**src/rtl/prog_loader.sv**
```systemverilog
// Instruction-memory program loader: streams words into addresses 0..len-1,
// zero-fills the rest, and holds the core in reset until the image is complete.
module prog_loader #(
    parameter int BIT_WIDTH  = 4,
    parameter int INST_WIDTH = BIT_WIDTH + 4
) (
    input  logic                  clk,
    input  logic                  rst,
    input  logic                  start,
    input  logic [BIT_WIDTH:0]    len,
    input  logic [INST_WIDTH-1:0] in_data,
    input  logic                  in_valid,
    output logic                  in_ready,
    output logic                  wr_en,
    output logic [BIT_WIDTH-1:0]  wr_addr,
    output logic [INST_WIDTH-1:0] wr_data,
    output logic                  cpu_rst,
    output logic                  busy,
    output logic                  done,
    output logic                  err,
    output logic [INST_WIDTH-1:0] checksum
);
    localparam int DEPTH = 2 ** BIT_WIDTH;
    localparam logic [BIT_WIDTH:0]   DEPTH_L   = (BIT_WIDTH + 1)'(DEPTH);
    localparam logic [BIT_WIDTH:0]   ONE_L     = (BIT_WIDTH + 1)'(1);
    localparam logic [BIT_WIDTH-1:0] LAST_ADDR = '1;
    localparam logic [BIT_WIDTH-1:0] ADDR_ONE  = BIT_WIDTH'(1);

    typedef enum logic [1:0] {IDLE, LOAD, FILL, DONE} state_t;

    state_t                  state_q, state_d;
    logic [BIT_WIDTH-1:0]    count_q, count_d;
    logic [BIT_WIDTH:0]      len_q, len_d;
    logic                    wr_en_q, wr_en_d;
    logic [BIT_WIDTH-1:0]    wr_addr_q, wr_addr_d;
    logic [INST_WIDTH-1:0]   wr_data_q, wr_data_d;
    logic                    cpu_rst_q, cpu_rst_d;
    logic                    err_q, err_d;
    logic [INST_WIDTH-1:0]   checksum_q, checksum_d;

    always_ff @(posedge clk) begin
        if (rst) begin
            state_q    <= IDLE;
            count_q    <= '0;
            len_q      <= '0;
            wr_en_q    <= 1'b0;
            wr_addr_q  <= '0;
            wr_data_q  <= '0;
            cpu_rst_q  <= 1'b1;
            err_q      <= 1'b0;
            checksum_q <= '0;
        end else begin
            state_q    <= state_d;
            count_q    <= count_d;
            len_q      <= len_d;
            wr_en_q    <= wr_en_d;
            wr_addr_q  <= wr_addr_d;
            wr_data_q  <= wr_data_d;
            cpu_rst_q  <= cpu_rst_d;
            err_q      <= err_d;
            checksum_q <= checksum_d;
        end
    end

    always_comb begin
        state_d    = state_q;
        count_d    = count_q;
        len_d      = len_q;
        wr_en_d    = 1'b0;
        wr_addr_d  = wr_addr_q;
        wr_data_d  = wr_data_q;
        cpu_rst_d  = cpu_rst_q;
        err_d      = err_q;
        checksum_d = checksum_q;

        case (state_q)
            IDLE: begin
                if (start) begin
                    if (len != '0 && len <= DEPTH_L) begin
                        state_d    = LOAD;
                        len_d      = len;
                        count_d    = '0;
                        checksum_d = '0;
                        err_d      = 1'b0;
                        cpu_rst_d  = 1'b1;
                    end else begin
                        err_d = 1'b1;
                    end
                end
            end
            LOAD: begin
                if (in_valid) begin
                    wr_en_d    = 1'b1;
                    wr_addr_d  = count_q;
                    wr_data_d  = in_data;
                    checksum_d = checksum_q + in_data;
                    count_d    = count_q + ADDR_ONE;
                    // A full-depth image has nothing left to zero-fill.
                    if ({1'b0, count_q} == len_q - ONE_L) begin
                        if (len_q == DEPTH_L) begin
                            state_d   = DONE;
                            cpu_rst_d = 1'b0;
                        end else begin
                            state_d = FILL;
                        end
                    end
                end
            end
            FILL: begin
                wr_en_d   = 1'b1;
                wr_addr_d = count_q;
                wr_data_d = '0;
                count_d   = count_q + ADDR_ONE;
                if (count_q == LAST_ADDR) begin
                    state_d   = DONE;
                    cpu_rst_d = 1'b0;
                end
            end
            DONE: begin
                state_d = IDLE;
            end
            default: begin
                state_d = IDLE;
            end
        endcase
    end

    assign in_ready = (state_q == LOAD);
    assign busy     = (state_q != IDLE);
    assign done     = (state_q == DONE);
    assign wr_en    = wr_en_q;
    assign wr_addr  = wr_addr_q;
    assign wr_data  = wr_data_q;
    assign cpu_rst  = cpu_rst_q;
    assign err      = err_q;
    assign checksum = checksum_q;

endmodule

```
**config.mk**
```make
export PLATFORM = sky130hd
export DESIGN_NAME = prog_loader
export DESIGN_NICKNAME = d
export VERILOG_FILES = /design/src/rtl/prog_loader.sv
export SDC_FILE = /design/constraint.sdc
export NUM_CORES = 1
export LEC_CHECK = 0
export BUFFER_PORTS_ARGS = -buffer_cell sky130_fd_sc_hd__buf_2
export CAP_MARGIN = 20
export CORE_MARGIN = 1
export CORE_UTILIZATION = 30
export DETAILED_ROUTE_END_ITERATION = 16
export PLACE_DENSITY = 0.6
export SYNTH_ARGS = -nofsm -noshare
export SYNTH_HDL_FRONTEND = slang
export SYNTH_SLANG_ARGS = --single-unit
```
**constraint.sdc**
```tcl
create_clock -name clk -period 5.6 [get_ports clk]
set_clock_uncertainty 0.2 [all_clocks]
set_input_delay 0.28 -clock clk [delete_from_list [all_inputs] [get_ports clk]]
set_output_delay 0.28 -clock clk [all_outputs]
set_load 0.05 [all_outputs]
```
==> key figures <==
Timing
  • RSZ-0062 raised after global routing: false
  • Worst Tran Pin Value: 0.7186 ns
  • Minimum clock period: 2.337 ns
  • Fmax: 427.9 MHz
  • Final Cycle Share: 41.73%
  • Setup TNS: 0 ns
  • Slew Limit Fails: 0
  • Final setup violation count: 0
  • Hold Vio Cnt, Final: 0
  • Slew Limit Headroom: 51.92%

Routing
  • Final ANT Viol Nets: 0
  • Post-DR vias/cell: 4.802
  • Pre-antenna DRT Iters: 4
  • WL final: 4.095 mm
  • Iter 0 DRT Violations: 50
  • Via count: 1527
  • # DRC: 0
  • DR WL/cell: 12.88 um

Power
  • Worst vdd ir: 103.5 uV
  • P_sw: 410.9 uW
  • Internal power: 518.8 uW
  • Clock Power Share: 20.7%
  • Switch share: 44.20%
  • Cell Pwr Density: 421.2 nW/um^2
  • Logic gate share of total power: 47.3%
  • Total power: 929.7 uW
  • Leak pwr: 0.0009952 uW
  • Sequential cell fraction of total power: 32.0%

CTS
  • Hold buffers post-CTS: 0
  • Post-CTS sizing: 0
  • CTS tree: built
  • CTS root buffer: clkbuf_8
  • H-tree levels: 2
  • Post-CTS Setup Bufs: 0
  • Inserted Clock Buffers: 5
  • Clock buffer depth: 2
  • Clock slew at reported path FFs: 0.07 ns
  • Worst skew pair latency: 0.29 ns
  • CTS sink cnt: 34

Placed design
  • Placed insts: 310
  • Dpl hpwl: 3.013 mm
  • Port Buffers: 42
  • Final Wtd Congestion: 0.7279

Finish
  • Non-filler instance count after layout: 318
  • Area of the multi-input gates: 1086 sq um
  • Filler cells: 631
  • NumNets Final: 274
  • Synth-to-Final Area Change: 20.66%
  • Layout cells sized above 1: 23.46%
  • Reg area: 680.7 sq um
  • Diode count: 0
  • Utilization after layout: 37.50%

Setup path
  • RR Endpoint: wr_addr[3]$_SDFFE_PP0P_
  • Slowest CP cell: o21bai_1
  • Critical Path Sink Type: flop
  • Reg-to-reg slack, setup: 3.26 ns
  • CP Class: reg2reg
  • CP delay by family, top: simple AND/OR/NAND/NOR gates
  • Critical path arrival: 2.30 ns
  • Crit path capture: wr_addr[3]$_SDFFE_PP0P_
  • Max Fanout on Critical Path: 9
  • Critical path depth: 7
  • Buf+Inv Stages, Crit Path: 2
  • WP data required: 5.56 ns
  • R2r worst-path depth: 7
  • CP startpoint: state_q[1]$_SDFFE_PP0P_
  • Worst setup SP type: flop
  • Max incr delay on CP: 0.38 ns
  • Crit-path cells: inv_1 > ha_1 > nor2b_1 > o21bai_1 > buf_6 > mux2i_1 > nor2_1
  • Critical R2R Launch: state_q[1]$_SDFFE_PP0P_

Synth
  • Post-Syn Instances: 199
  • Syn nets: 231
  • Mapped Avg Cell Area: 9.192 sq um
  • Post-synth EDFFs: 0
  • Cell Area, Synth: 1829 sq um
  • Area leader, netlist: dfxtp_1
  • Top cells by count, synth: dfxtp_1 (34), nor2_1 (32), a22oi_1 (14), ha_1 (14), a21oi_1 (12)
  • Yosys top cell area share: 37.21%
  • Ys flop type: dfxtp_1
  • Synth area leaders: dfxtp_1 (37%), ha_1 (9.6%), nor2_1 (6.6%), a22oi_1 (5.7%), mux2i_1 (5.5%)
  • Most common cell in the synthesized netlist: dfxtp_1
  • Netlist cell types: 40
  • Register area share after synthesis: 37.21%
  • Synthesis Warnings: 0
  • Asr flop ratio synth: 0%
  • Seq cells post-synth: 34

Global routing
  • Met1 Use GR: 18.53%
  • Largest net degree at the start of global routing: 38
  • Met2 Resource Use GR: 20.34%
  • First-pass GRT wire length: 6.810 mm
  • Busiest layer in global routing: met2
  • Global route total overflow: 0
  • Total global-route track usage: 13.65%
  • Vias in the first global route: 1419
  • Initial antenna violation count: 0
  • Met3 usage: 3.750%

Worst hold path
  • Hold crit path type: in2reg
  • Origin of the worst min-delay path: in_data[3]

Floorplanning
  • I/O pins: 43
  • Die Area: 6414 sq um
  • Die Wd: 80.09 um
  • Die height: 80.09 um
  • Starting Density: 31.08%
  • Cell Rows: 28
  • Core area: 5886 sq um

Run status
  • Outcome: completed

Job
  • Max-cap viol count: 0
==> state kept, by name, summed over array words and instances (netlist names) <==
signal,flops
cpu_rst,1
wr_en,1
checksum,8
len_q,5
state_q,2
wr_data,8
wr_addr,4
count_q,4
err,1
==> per-layer routing <==
layer	vias up	share of wire (%)	routed length [um]
met4	0	1.6	66
met3	6	4.3	178
met2	30	43	1744
met1	697	51	2105
met5	-	0	0
li1	794	-	-
==> power groups by stage <==
stage / Sequential (uW) / Clock (uW) / Combinational (uW)
CTS: 297 / 200 / 443
floorplan: 357 / 0 / 287
global placement: 302 / 0 / 429
detailed placement: 302 / 0 / 442
global route: 301 / 212 / 481
finish: 297 / 193 / 440
==> kinds of logic after synthesis <==
group	Yosys count	share of synthesized area [%]
xor+xnor	12	6.567
fa+ha+maj	15	10.67
simple gates	72	20.04
buf+inv	15	3.420
mux	10	5.472
flops	34	37.21
compound gates	41	16.62
==> layout by cell type, fill, tap and decap left out, types with 3 or more instances in the layout <==
master / synthesis / routed
buf_2: 2 / 42
dfxtp_1: 34 / 34
nor2_1: 32 / 32
a22oi_1: 14 / 14
ha_1: 14 / 14
a21oi_1: 12 / 12
mux2i_1: 10 / 10
inv_1: 8 / 8
xnor2_1: 8 / 8
nand3_1: 7 / 7
nand3b_1: 6 / 6
clkbuf_8: 0 / 6
nor2b_1: 5 / 5
nand2_1: 5 / 5
nor3_1: 5 / 5
or3_1: 4 / 4
xor2_1: 3 / 3
==> worst reg2reg max path, stage by stage, from the launching register on <==
cell and delay, ns:
dfxtp_1 0.35, inv_1 0.11, ha_1 0.38, nor2b_1 0.34, o21bai_1 0.38, buf_6 0.23, mux2i_1 0.18, nor2_1 0.05
==> metrics by stage <==
stage	cell area [sq um]	worst slack, ns	hold WS, ns
after CTS	2207	3.241	0.04060
after detailed placement	2112	3.260	0.2927
after floorplan	1829	3.090	0.2239
after global placement	2101	3.207	0.2870
final	2207	3.263	0.04524
after global routing	2207	3.081	0.04534
==> final cells by class <==
class                      instances  share of cell area, %
multi-input combinational        150                  49.21
sequential                        34                  30.84
timing repair buffer              43                  10.03
tap                               75                  4.252
clock buffer                       6                  3.741
inverter                           8                  1.361
clock inverter                     2                 0.5669
==> worst min path at each step <==
| stage | to | cells past startpoint |
|---|---|---|
| after floorplan | len_q[0]$_SDFFE_PP0P_ | 2 |
| after global placement | wr_addr[3]$_SDFFE_PP0P_ | 2 |
| after detailed placement | wr_data[6]$_SDFFE_PP0P_ | 2 |
| after CTS | len_q[1]$_SDFFE_PP0P_ | 3 |
| after global routing | len_q[4]$_SDFFE_PP0P_ | 3 |
| final | wr_data[3]$_SDFFE_PP0P_ | 3 |
(Power assumes the default switching activity.)
